<file path="config.mk">
export PLATFORM = sky130hd
export DESIGN_NAME = elevator_call_scheduler
export DESIGN_NICKNAME = d
export VERILOG_FILES = /design/src/rtl/elevator_call_scheduler.sv
export SDC_FILE = /design/constraint.sdc
export NUM_CORES = 1
export LEC_CHECK = 0
export CORE_UTILIZATION = 41
export CTS_CLUSTER_SIZE = 24
export DETAILED_ROUTE_END_ITERATION = 10
export DONT_BUFFER_PORTS = 1
export PLACE_DENSITY_LB_ADDON = 0.25
export SYNTH_ARGS = -nofsm -noshare
export SYNTH_HDL_FRONTEND = slang
export SYNTH_SLANG_ARGS = --single-unit
</file>
<file path="constraint.sdc">
create_clock -name clk -period 3 [get_ports clk]
set_clock_uncertainty 0.1 [all_clocks]
set_input_delay 0.3 -clock clk [delete_from_list [all_inputs] [get_ports clk]]
set_output_delay 0.3 -clock clk [all_outputs]
set_load 0.02 [all_outputs]
</file>
<file path="src/rtl/elevator_call_scheduler.sv">
// elevator_call_scheduler: collective-control call scheduler for one car.
// The scheduler latches cab and hall calls, which also drive the button lamps.
// It runs a SCAN sweep: the car keeps going one way while calls lie ahead, then reverses.
// It tells the car which way to move, where to stop and when to open the door.
// A call is cleared while the car serves its floor.
//
// Ports:
//   clk           rising-edge clock
//   reset         asynchronous, active-low reset
//   btn_in        cab floor buttons (level, OR-latched)
//   btn_up_out    hall up-call buttons (top floor bit ignored)
//   btn_down_out  hall down-call buttons (bottom floor bit ignored)
//   car_floor     current car floor
//   car_stopped   car halted and levelled at car_floor
//   door_done     one-cycle pulse: door cycle finished
//   dir           00 idle, 01 up, 10 down
//   stop_req      car must stop at car_floor
//   open_req      door open/hold request (high while serving)
//   target_floor  nearest pending floor in the current sweep direction
//   lamp_in, lamp_up, lamp_down  pending-call registers
module elevator_call_scheduler #(
  parameter int unsigned BUTTONS_WIDTH = 8,
  parameter int unsigned FLOOR_BITS    = 3
) (
  input  logic                     clk,
  input  logic                     reset,
  input  logic [BUTTONS_WIDTH-1:0] btn_in,
  input  logic [BUTTONS_WIDTH-1:0] btn_up_out,
  input  logic [BUTTONS_WIDTH-1:0] btn_down_out,
  input  logic [FLOOR_BITS-1:0]    car_floor,
  input  logic                     car_stopped,
  input  logic                     door_done,
  output logic [1:0]               dir,
  output logic                     stop_req,
  output logic                     open_req,
  output logic [FLOOR_BITS-1:0]    target_floor,
  output logic [BUTTONS_WIDTH-1:0] lamp_in,
  output logic [BUTTONS_WIDTH-1:0] lamp_up,
  output logic [BUTTONS_WIDTH-1:0] lamp_down
);

  typedef enum logic [1:0] {S_IDLE, S_UP, S_DOWN, S_SERVE} state_t;

  localparam logic [FLOOR_BITS-1:0]    TOP_FLOOR = FLOOR_BITS'(BUTTONS_WIDTH - 1);
  // There is no up call at the top floor and no down call at the bottom floor.
  localparam logic [BUTTONS_WIDTH-1:0] UP_MASK   = {1'b0, {(BUTTONS_WIDTH-1){1'b1}}};
  localparam logic [BUTTONS_WIDTH-1:0] DOWN_MASK = {{(BUTTONS_WIDTH-1){1'b1}}, 1'b0};

  state_t                  state, state_n;
  logic                    sweep_up, sweep_up_n;
  logic [BUTTONS_WIDTH-1:0] pend_in, pend_up, pend_down;
  logic [BUTTONS_WIDTH-1:0] pend_in_n, pend_up_n, pend_down_n;
  logic [BUTTONS_WIDTH-1:0] pend_all, above_mask, below_mask, here_hot;
  logic [BUTTONS_WIDTH-1:0] clr_in, clr_up, clr_down;
  logic                    above, below, here, in_f, up_f, down_f;
  logic                    stop_up, stop_down, up_found;
  logic [FLOOR_BITS-1:0]   up_tgt, down_tgt;
  logic [1:0]              dir_q, dir_n;
  logic                    stop_q, stop_n, open_q, open_n;
  logic [FLOOR_BITS-1:0]   tgt_q, tgt_n;

  // Floor-relative views of the pending calls.
  always_comb begin
    pend_all   = pend_in | pend_up | pend_down;
    above_mask = '0;
    below_mask = '0;
    here_hot   = '0;
    up_tgt     = car_floor;
    down_tgt   = car_floor;
    up_found   = 1'b0;
    for (int unsigned i = 0; i < BUTTONS_WIDTH; i++) begin
      above_mask[i] = FLOOR_BITS'(i) > car_floor;
      below_mask[i] = FLOOR_BITS'(i) < car_floor;
      here_hot[i]   = FLOOR_BITS'(i) == car_floor;
      // First hit scanning upward is the lowest call above the car.
      if (!up_found && pend_all[i] && above_mask[i]) begin
        up_tgt   = FLOOR_BITS'(i);
        up_found = 1'b1;
      end
      // Last hit scanning upward is the highest call below the car.
      if (pend_all[i] && below_mask[i]) down_tgt = FLOOR_BITS'(i);
    end
    above     = |(pend_all & above_mask);
    below     = |(pend_all & below_mask);
    here      = |(pend_all & here_hot);
    in_f      = |(pend_in & here_hot);
    up_f      = |(pend_up & here_hot);
    down_f    = |(pend_down & here_hot);
    // An opposite-direction hall call only stops the car at the end of its sweep.
    stop_up   = in_f | up_f | (down_f & !above);
    stop_down = in_f | down_f | (up_f & !below);
  end

  // Next state and registered-output values.
  always_comb begin
    state_n = state;
    clr_in  = '0;
    clr_up  = '0;
    clr_down = '0;
    unique case (state)
      S_IDLE: begin
        if (here && car_stopped) state_n = S_SERVE;
        else if (above)          state_n = S_UP;
        else if (below)          state_n = S_DOWN;
      end
      S_UP: begin
        if (car_stopped && stop_up) state_n = S_SERVE;
        else if (!above && !here)   state_n = below ? S_DOWN : S_IDLE;
      end
      S_DOWN: begin
        if (car_stopped && stop_down) state_n = S_SERVE;
        else if (!below && !here)     state_n = above ? S_UP : S_IDLE;
      end
      S_SERVE: begin
        clr_in = here_hot;
        if (sweep_up) begin
          clr_up   = here_hot;
          clr_down = above ? '0 : here_hot;
        end else begin
          clr_down = here_hot;
          clr_up   = below ? '0 : here_hot;
        end
        if (door_done) begin
          if (sweep_up) state_n = above ? S_UP : (below ? S_DOWN : S_IDLE);
          else          state_n = below ? S_DOWN : (above ? S_UP : S_IDLE);
        end
      end
      default: state_n = S_IDLE;
    endcase

    // Sweep memory follows whichever motion state is entered. Entering SERVE
    // from UP or DOWN therefore keeps the sweep that brought the car here.
    sweep_up_n = (state_n == S_UP) ? 1'b1 : ((state_n == S_DOWN) ? 1'b0 : sweep_up);

    // A clear takes priority over a press of the same bit in the same cycle.
    pend_in_n   = (pend_in   | btn_in)                   & ~clr_in;
    pend_up_n   = (pend_up   | (btn_up_out & UP_MASK))   & ~clr_up;
    pend_down_n = (pend_down | (btn_down_out & DOWN_MASK)) & ~clr_down;

    dir_n  = 2'b00;
    stop_n = 1'b0;
    open_n = 1'b0;
    tgt_n  = car_floor;
    unique case (state_n)
      S_UP: begin
        dir_n  = (car_floor != TOP_FLOOR) ? 2'b01 : 2'b00;
        stop_n = stop_up;
        tgt_n  = up_tgt;
      end
      S_DOWN: begin
        dir_n  = (car_floor != '0) ? 2'b10 : 2'b00;
        stop_n = stop_down;
        tgt_n  = down_tgt;
      end
      S_SERVE: begin
        stop_n = 1'b1;
        open_n = 1'b1;
      end
      default: ;
    endcase
  end

  always_ff @(posedge clk or negedge reset) begin
    if (!reset) begin
      state     <= S_IDLE;
      sweep_up  <= 1'b1;
      pend_in   <= '0;
      pend_up   <= '0;
      pend_down <= '0;
      dir_q     <= 2'b00;
      stop_q    <= 1'b0;
      open_q    <= 1'b0;
      tgt_q     <= '0;
    end else begin
      state     <= state_n;
      sweep_up  <= sweep_up_n;
      pend_in   <= pend_in_n;
      pend_up   <= pend_up_n;
      pend_down <= pend_down_n;
      dir_q     <= dir_n;
      stop_q    <= stop_n;
      open_q    <= open_n;
      tgt_q     <= tgt_n;
    end
  end

  assign dir          = dir_q;
  assign stop_req     = stop_q;
  assign open_req     = open_q;
  assign target_floor = tgt_q;
  assign lamp_in      = pend_in;
  assign lamp_up      = pend_up;
  assign lamp_down    = pend_down;

endmodule

</file>
==> results of run 1 <==
-- cell families (layout without fill, tap and decap cells) --
kind of cell             Yosys count  count (layout)  share of synthesized area, %
AND/OR/NAND/NOR                   94              94                          20.3
AO/OA/AOI/OAI                     85              85                          28.1
flip-flops                        34              34                          38.9
buffers and inverters             19              79                          4.57
multiplexers                      10              10                          5.37
adder cells (fa/ha/maj)            5               5                          2.74
-- final timing paths --
path,cells past startpoint,end,slack (ps)
min,2,lamp_in[6],30
max,13,target_floor[0],-110
min in group asynchronous,2,dir[1],360
max in group asynchronous,2,sweep_up,2210
max reg2reg,13,target_floor[0],-110
min reg2reg,1,lamp_up[5],450
-- placed cells by master (no fill, tap or decap), types with 4 or more instances in the layout --
cell type,instances
clkbuf_8,6
mux2i_1,4
o21ai_0,9
nand2_1,14
dfrtp_1,29
a31oi_1,5
nand2b_1,4
o21ai_1,4
dfrtp_2,4
nor3_1,4
a22o_1,5
nor3_2,4
a21oi_1,16
o21ai_2,6
or3_4,4
nor2_1,44
o32a_1,6
buf_4,63
-- stage by stage --
step | util (%) | std cells | hold slack, ps
2_1_floorplan | - | 247 | -95.6
3_3_place_gp | 49.5 | 347 | -94.4
3_5_place_dp | 49.5 | 347 | -94.3
4_1_cts | 54.9 | 374 | 28.8
5_1_grt | 57.7 | 377 | 25.9
6_report | 57.7 | 377 | 34.8
-- worst max-delay path, delay by kind of cell, from the launching register on --
family	cells	cell delay, ps
AND/OR/NAND/NOR	3	840
buffers and inverters	1	190
flip-flops	1	430
adder cells (fa/ha/maj)	1	220
AO/OA/AOI/OAI	8	1240
-- timing repair --
item	in CTS	in global routing
hold buffers	2	0
gates resized for setup	6	25
pin swaps	7	15
endpoints found under the setup margin	1	8
endpoints found under the hold margin	34	0
buffers inserted	18	5
-- power groups by stage --
stage	clock network (mW)	registers [mW]	logic, mW
after floorplan	0	0.709	0.313
after global placement	0	0.673	0.523
after detailed placement	0	0.674	0.534
after CTS	0.364	0.667	0.593
after global routing	0.376	0.684	0.712
final	0.354	0.674	0.666
-- metal layers --
layer	track usage (%)	vias up	part of all wire [%]
met1	31.9	1082	42
met2	39.6	99	49
met4	12.2	0	2.7
li1	-	1033	-
met5	0	-	0
met3	5.49	12	6.6
-- registers in the layout (all words and copies together) (netlist names) --
name	cells
lamp_down	8
lamp_in	8
lamp_up	8
target_floor	3
dir	2
state	2
open_req	1
stop_req	1
sweep_up	1
-- layout make-up --
cell class,instances,area [µm²]
clock inverter,2,12.5
tap,70,87.6
inverter,6,25.0
clock buffer,6,82.6
multi-input combinational,194,1400
sequential,34,857
timing repair buffer,65,503
fill,472,2180
==> run_results.csv, run 1 <==
group,metric,value,unit
die,dieHeight,75.1,µm
global_route,grt_antenna_before_repair,0,
worst_setup_path,reg2reg_from,"lamp_up[5]",
detailed_routing,final_antenna_net_count,0,
logic_synthesis,yosys_register_bits,34,
global_route,grt_first_pass_wirelength,10200,µm
final_layout,antennaDiodeCount,0,
sta,report.final.setup_viol,1,
die,pin_count,62,
run,max-cap-violations,0,
sta,slack_of_the_critical_path,-114,ps
final_layout,nets,341,
clocking,cts.reportedPaths.clkPinSlew,70,ps
logic_synthesis,post_synth_instance_area,0.00219,mm²
worst_setup_path,worst-endpoint-arrival,3220,ps
sta,report.final.slew_viol_count,0,
worst_setup_path,cp_slowest_cell,"dfrtp_2",
power_and_ir_drop,power_per_cell_area,572,mW/mm²
logic_synthesis,yosysTopAreaCellShare,37.7,%
logic_synthesis,synth-edff-count,0,
worst_setup_path,startpoint_type,"flop",
clocking,h-tree-depth,2,
worst_setup_path,timing.critical_path.from,"lamp_up[5]",
logic_synthesis,yosys-top-cells-area,"dfrtp_1 38%, nor2_1 7.9%, a21oi_1 4.3%",
worst_setup_path,required_arrival_time_at_the_worst_endpoint,3100,ps
logic_synthesis,yosysMostFrequentCell,"nor2_1",
clocking,clock-root-buffer,"clkbuf_8",
min_path,worstHoldStart,"btn_in[6]",
sta,slew_headroom,47.6,%
sta,fin_tns_setup,-114,ps
detailed_routing,initialDrtViolationCount,211,
sta,finalCriticalPeriod,3110,ps
power_and_ir_drop,p_int,1.04,mW
global_route,groute.usage.overall,24.8,%
die,die-area,0.00564,mm²
sta,final_hold_fails,0,
worst_setup_path,critical_path.cell_chain,"or3_4 -> o211ai_1 -> o221ai_2 -> buf_4 -> o21ai_4 -> a21oi_2 -> o21ai_2 -> o21a_1 -> ha_2 -> o21ai_2 -> or3_1 -> nor3b_1 -> a22oi_1",
global_route,grt-ovfl-total,0,
logic_synthesis,synth_sequential_area_ratio,38.9,%
run_status,violations,"negative setup slack",
clocking,cts-buffers-inserted,5,
power_and_ir_drop,design_power_total,1.69,mW
die,initial_utilization,42.6,%
worst_setup_path,critical_path_peak_fanout,4,
power_and_ir_drop,leakagePower,1.11,nW
placed_design,buffer_ports.inserted,0,
min_path,timing.hold.worst.class,"input pin to flop",
die,placementRows,26,
clocking,clkSinkCount,34,
placed_design,post-dp-hpwl,4570,µm
power_and_ir_drop,power_frac_clock,20.9,%
global_route,grt_max_degree,35,
final_layout,layout-drive-gt1-share,39.1,%
final_layout,postLayoutCellArea,0.00296,mm²
logic_synthesis,yosysTopAreaCell,"dfrtp_1",
logic_synthesis,synthesis.instances,247,
sta,worst_slew_pin_slew,783,ps
detailed_routing,via_count,2226,
power_and_ir_drop,ir_drop,0.315,mV
worst_setup_path,worstSetupPathType,"flop to flop",
final_layout,area_delta_synth_final,35.2,%
detailed_routing,drt_pre_antenna_iters,6,
detailed_routing,drc_violations,0,
power_and_ir_drop,seq_power_share,39.8,%
detailed_routing,detail_route.wl_per_cell,18.2,µm
placed_design,routabilityCongestion,0.906,
worst_setup_path,slowest_delay,430,ps
logic_synthesis,yosys.cell_types.count,60,
logic_synthesis,synth_common_cells,"46 x nor2_1, 33 x dfrtp_1, 19 x a21oi_1",
sta,fmax,0.321,GHz
power_and_ir_drop,p_sw,657,µW
placed_design,placedInstanceArea,0.00254,mm²
worst_setup_path,crit_path_most_repeated_cell,"o21ai_2",
logic_synthesis,yosysWarnings,0,
detailed_routing,route.detailed.vias_per_inst,5.90,
detailed_routing,wl,6870,µm
placed_design,preCtsSetupSlack,-77.5,ps
logic_synthesis,synth_flop_cell,"dfrtp_1",
logic_synthesis,ys_async_sr_fraction,100,%
run_status,outcome,"finished with violations",
die,die_w,75.1,µm
power_and_ir_drop,power.combinational.fraction,39.3,%
sta,timing.final.crit_share,104,%
logic_synthesis,synth_area_per_cell,8.87,µm²
sta,grt_setup_unrepaired,"yes",
clocking,ctsLongestPathBuffers,2,
clocking,tritoncts,"yes",
logic_synthesis,syn-num-nets,282,
clocking,clock_latency,290,ps
power_and_ir_drop,p_sw_share,38.8,%
worst_setup_path,worst_setup_path_end_kind,"flop",
global_route,grt_pass1_vias,2067,
die,fp.coreArea,0.00514,mm²
No activity file was read; power rests on OpenSTA's default activity.
==> run 2, diff against run 1 <==
- REMOVE_ABC_BUFFERS: not set -> 1
==> run 2 against run 1 <==
The run still ends with negative setup slack left. Sequential cell count did not move. Highest routed layer unchanged. Hold slack got worse by 3.4 ps. Setup slack improved by 53 ps. Critical path type unchanged. Final cell count fell by 1.6%. Largest power group unchanged. Count of clock-buffer cells in the layout rose by 2.
==> run_results.csv, run 2 (synthesized netlist as in run 1, its figures left out) <==
group,metric,value,unit
detailed_routing,detail_route.wl_per_cell,17.3,µm
worst_setup_path,worst-endpoint-arrival,3130,ps
worst_setup_path,cp_slowest_cell,"dfrtp_1",
clocking,ctsLongestPathBuffers,2,
worst_setup_path,crit_path_most_repeated_cell,"buf_4",
sta,fmax,0.327,GHz
die,placementRows,26,
final_layout,area_delta_synth_final,32.2,%
global_route,grt_first_pass_wirelength,9990,µm
power_and_ir_drop,power_per_cell_area,582,mW/mm²
die,fp.coreArea,0.00514,mm²
worst_setup_path,critical_path_peak_fanout,5,
global_route,grt_antenna_before_repair,0,
placed_design,routabilityCongestion,0.877,
sta,timing.final.crit_share,102,%
final_layout,layout_commonest_cell,"buf_4",
global_route,groute.usage.overall,24.1,%
min_path,timing.hold.worst.class,"input pin to flop",
final_layout,nets,335,
placed_design,place.detailed.instances,356,
sta,grt_setup_unrepaired,"yes",
sta,slew_headroom,53.5,%
worst_setup_path,worst_setup_path_end_kind,"flop",
run_status,violations,"negative setup slack",
clocking,tritoncts,"yes",
sta,finalCriticalPeriod,3060,ps
detailed_routing,via_count,2164,
final_layout,most-common-layout-cells,"57 x buf_4, 46 x nor2_1, 33 x dfrtp_1",
final_layout,layout-drive-gt1-share,33.9,%
placed_design,post-dp-hpwl,4460,µm
final_layout,final_cell_count_no_fill,371,
power_and_ir_drop,ir_drop,0.259,mV
die,die_w,75.1,µm
detailed_routing,wl,6420,µm
global_route,grt_pass1_vias,2006,
clocking,clkSinkCount,34,
power_and_ir_drop,leakagePower,1.11,nW
clocking,cts-buffers-inserted,5,
global_route,grt-ovfl-total,0,
final_layout,multiInputGateArea,0.00137,mm²
clocking,clock_latency,290,ps
detailed_routing,drc_violations,0,
final_layout,antennaDiodeCount,0,
global_route,grt_max_degree,35,
clocking,clock-root-buffer,"clkbuf_8",
final_layout,sequential_cell_area,852,µm²
die,die-area,0.00564,mm²
sta,final_hold_fails,0,
run,max-cap-violations,0,
die,initial_utilization,42.6,%
clocking,cts.reportedPaths.clkPinSlew,70,ps
final_layout,fillCellCount,489,
worst_setup_path,startpoint_type,"flop",
worst_setup_path,required_arrival_time_at_the_worst_endpoint,3070,ps
sta,report.final.setup_viol,1,
detailed_routing,initialDrtViolationCount,251,
run_status,outcome,"finished with violations",
clocking,h-tree-depth,2,
sta,worst_slew_pin_slew,694,ps
worst_setup_path,worstSetupPathType,"flop to flop",
detailed_routing,route.detailed.vias_per_inst,5.83,
worst_setup_path,slowest_delay,390,ps
sta,report.final.slew_viol_count,0,
placed_design,buffer_ports.inserted,0,
worst_setup_path,critical_path.cell_chain,"or3_4 -> buf_4 -> o21ai_4 -> o311ai_4 -> a21oi_2 -> buf_4 -> a21oi_1 -> a22o_1 -> o21a_1 -> ha_4 -> o21ai_2 -> buf_4 -> nor3_1 -> nor3b_1 -> a22oi_1",
die,dieHeight,75.1,µm
detailed_routing,final_antenna_net_count,0,
detailed_routing,drt_pre_antenna_iters,4,
die,pin_count,62,
sta,slack_of_the_critical_path,-61.6,ps
sta,worst_hold_slack,31.5,ps
run 2: area by class of cell:
cell class | instances | area share, %
multi-input combinational | 194 | 47.2
sequential | 34 | 29.4
timing repair buffer | 59 | 15.8
clock buffer | 8 | 3.80
tap | 70 | 3.02
inverter | 6 | 0.777
run 2: power by group:
group	leakage [nW]	total, mW	switching (mW)	internal [mW]
Clock	0.0575	0.401	0.170	0.232
Combinational	0.703	0.617	0.342	0.275
Sequential	0.347	0.669	0.121	0.549
Total	1.11	1.69	0.632	1.06
run 2: per-stage QoR:
stage | setup TNS (ps) | instance area (µm²) | power (mW) | setup slack (ps) | util, %
final | -61.6 | 2900 | 1.69 | -61.6 | 56.4
after global routing | -586 | 2900 | 1.79 | -181 | 56.4
after CTS | -52.8 | 2770 | 1.65 | -52.8 | 53.8
after detailed placement | -129 | 2590 | 1.22 | -129 | 50.4
after global placement | -52.6 | 2590 | 1.21 | -52.6 | 50.4
after floorplan | -81.0 | 2110 | 0.997 | -81.0 | -
run 2: path summary, 6_finish.rpt:
check	start	endpoint	slack [ps]	cells past startpoint
min reg2reg	lamp_down[0]	lamp_down[0]	480	1
min	btn_in[0]	lamp_in[0]	30	2
min in group asynchronous	reset	dir[1]	350	2
max reg2reg	lamp_up[5]	target_floor[0]	-60	15
max in group asynchronous	reset	sweep_up	2210	2
max	lamp_up[5]	target_floor[0]	-60	15
run 2: per-layer routing:
| layer | routed length (µm) | vias up | global-route usage [%] |
|---|---|---|---|
| met5 | 0 | - | 0 |
| met4 | 123 | 0 | 7.34 |
| met3 | 326 | 11 | 5.76 |
| met2 | 3150 | 75 | 40.0 |
| met1 | 2820 | 1054 | 30.9 |
| li1 | - | 1024 | - |
run 2: timing repair:
item                                    CTS  global route
pin swaps                                 8            13
buffers inserted                          2             3
cloned                                    0             0
hold buffers                              2             0
endpoints found under the hold margin    34             0
endpoints found under the setup margin    1             7
resized for setup                         5            21
run 2: critical path, delay by kind of cell (launching register included):
family | cells | cell delay (ps)
AOI/OAI and AO/OA | 8 | 1220
adders and majority gates | 1 | 180
buffers and inverters | 3 | 420
DFF | 1 | 390
and+or+nand+nor | 3 | 620
==> run 3, diff against run 2 <==
- CORE_MARGIN: not set -> 5
- CTS_BUF_LIST: not set -> sky130_fd_sc_hd__clkbuf_8
==> run 3 against run 2 <==
The flow still finishes with violations (negative setup slack). Die area is 22% higher. Final cell count is 1.3% higher. Routed wire length is 2.9% higher. Combinational power is 3.7% higher. Via count is 1.3% lower. Global-route usage is 5.5 points lower. Sequential power hardly changed. Maximum frequency is 1.6% higher. Hold slack worse by 9.8 ps. Non-clock buffer count is 5 higher. Clock power is 3% higher. Largest cell class unchanged.
==> run_results.csv, run 3 (synthesized netlist as in run 1, its figures left out) <==
group,metric,value,unit
clocking,cts-buffers-inserted,5,
clocking,h-tree-depth,2,
global_route,grt-ovfl-total,0,
placed_design,buffer_ports.inserted,0,
placed_design,place.detailed.instances,360,
worst_setup_path,internal_reg_to_reg_setup_slack,-10,ps
sta,final_hold_fails,0,
worst_setup_path,reg2reg_from,"lamp_in[5]",
die,die_w,83.1,µm
die,fp.coreArea,0.00514,mm²
detailed_routing,detail_route.wl_per_cell,17.6,µm
die,initial_utilization,42.6,%
worst_setup_path,worst-endpoint-arrival,3120,ps
final_layout,final_cell_count_no_fill,376,
global_route,grt_antenna_before_repair,0,
worst_setup_path,critical_path.cell_chain,"or4b_1 -> o211ai_1 -> o221ai_2 -> nor3_2 -> a22o_1 -> nand2_2 -> a31oi_2 -> ha_2 -> o21ai_2 -> or3_1 -> nor3b_1 -> a22oi_1",
sta,slack_of_the_critical_path,-12.7,ps
power_and_ir_drop,leakagePower,1.12,nW
sta,worst_slew_pin_slew,629,ps
worst_setup_path,worstSetupPathType,"flop to flop",
worst_setup_path,timing.critical_path.buf_inv,0,
min_path,min_to,"lamp_in[1]",
die,die-area,0.00691,mm²
final_layout,antennaDiodeCount,0,
power_and_ir_drop,ir_drop,0.330,mV
worst_setup_path,slowest_delay,520,ps
clocking,clkSinkCount,34,
worst_setup_path,startpoint_type,"flop",
final_layout,layout_commonest_cell,"buf_4",
worst_setup_path,ff2ff_path_depth,12,
min_path,holdPathStages,2,
final_layout,area_delta_synth_final,34.1,%
sta,report.final.setup_viol,2,
clocking,tritoncts,"yes",
detailed_routing,wl,6610,µm
min_path,timing.hold.worst.class,"input pin to flop",
global_route,groute.usage.overall,18.5,%
die,pin_count,62,
clocking,cts.reportedPaths.clkPinSlew,80,ps
run_status,violations,"negative setup slack",
final_layout,most-common-layout-cells,"62 x buf_4, 44 x nor2_1, 33 x dfrtp_1",
worst_setup_path,required_arrival_time_at_the_worst_endpoint,3110,ps
detailed_routing,drc_violations,0,
detailed_routing,drt_pre_antenna_iters,4,
sta,grt_setup_unrepaired,"yes",
run,max-cap-violations,0,
clocking,ctsLongestPathBuffers,2,
worst_setup_path,family_of_cells_with_the_greatest_summed_delay_on_the_critical_path,"simple AND/OR/NAND/NOR gates",
global_route,grt_pass1_vias,2046,
power_and_ir_drop,design_power_total,1.72,mW
sta,slew_headroom,57.9,%
min_path,worstHoldStart,"btn_in[1]",
worst_setup_path,cp_slowest_cell,"or4b_1",
detailed_routing,initialDrtViolationCount,123,
worst_setup_path,worst_setup_path_end_kind,"flop",
power_and_ir_drop,power_per_cell_area,586,mW/mm²
sta,finalCriticalPeriod,3010,ps
global_route,grt_first_pass_wirelength,10400,µm
die,dieHeight,83.1,µm
detailed_routing,route.detailed.vias_per_inst,5.68,
placed_design,post-dp-hpwl,4730,µm
placed_design,routabilityCongestion,0.881,
sta,report.final.slew_viol_count,0,
sta,fmax,0.332,GHz
worst_setup_path,critical_path_peak_fanout,4,
clocking,clock_latency,300,ps
final_layout,layout-drive-gt1-share,35.6,%
final_layout,nets,340,
detailed_routing,via_count,2135,
global_route,grt_max_degree,35,
sta,timing.final.crit_share,100,%
die,placementRows,26,
detailed_routing,final_antenna_net_count,0,
final_layout,fillCellCount,488,
clocking,clock-root-buffer,"clkbuf_8",
worst_setup_path,r2r-end,"target_floor[0]",
run_status,outcome,"finished with violations",
==> run 3: cell count changes in the layout (fill, tap and decap cells not counted), sizes merged <==
cell	change
buf	+5
==> run 3: cell type report <==
class / instances / area [µm²] / area share (%)
clock buffer: 8 / 110 / 3.75
inverter: 6 / 22.5 / 0.766
multi-input combinational: 194 / 1370 / 46.7
sequential: 34 / 852 / 29.0
tap: 70 / 87.6 / 2.98
timing repair buffer: 64 / 495 / 16.9
==> run 3: what timing repair did <==
| item | 4_1_cts | 5_1_grt |
|---|---|---|
| gates resized for setup | 11 | 18 |
| hold buffers | 2 | 0 |
| endpoints found under the hold margin | 34 | 0 |
| pin swaps | 9 | 7 |
| endpoints found under the setup margin | 3 | 6 |
| buffers inserted | 3 | 3 |
| cloned | 0 | 0 |
==> run 3: how the worst max path moves through the flow <==
stage	start	end	slack, ps	cells after the start
after floorplan	lamp_up[3]	target_floor[0]	-80	12
after global placement	lamp_up[3]	target_floor[0]	-80	12
after detailed placement	lamp_up[3]	target_floor[0]	-130	12
after CTS	lamp_up[4]	target_floor[0]	2	11
after global routing	lamp_in[5]	target_floor[0]	-180	12
final	lamp_in[5]	target_floor[0]	-10	12
==> run 3: where the power goes <==
| group | internal (mW) | total [mW] | leakage [nW] | switching [mW] |
|---|---|---|---|---|
| Combinational | 0.295 | 0.640 | 0.718 | 0.345 |
| Clock | 0.232 | 0.414 | 0.0575 | 0.182 |
| Sequential | 0.548 | 0.668 | 0.347 | 0.120 |
==> run 3: metal layers <==
metal  GRT usage, %  wire [µm]  vias to the layer above  part of all wire [%]
met5              0          0                        -                     0
met4           5.50        108                        0                   1.6
met3           5.45        397                        7                   6.0
met2           29.9       3170                       61                    48
met1           24.0       2930                     1031                    44
li1               -          -                     1036                     -
==> run 3: stage by stage <==
step | worst slack [ps] | setup TNS [ps] | utilization, % | hold WS [ps] | cell area, µm²
after floorplan | -81.0 | -81.0 | - | -95.6 | 2110
after global placement | -85.0 | -104 | 51.0 | -94.3 | 2620
after detailed placement | -134 | -187 | 51.0 | -94.0 | 2620
after CTS | 2.34 | 0 | 55.0 | 26.0 | 2830
after global routing | -184 | -579 | 57.2 | 38.5 | 2940
final | -12.7 | -13.8 | 57.2 | 21.7 | 2940
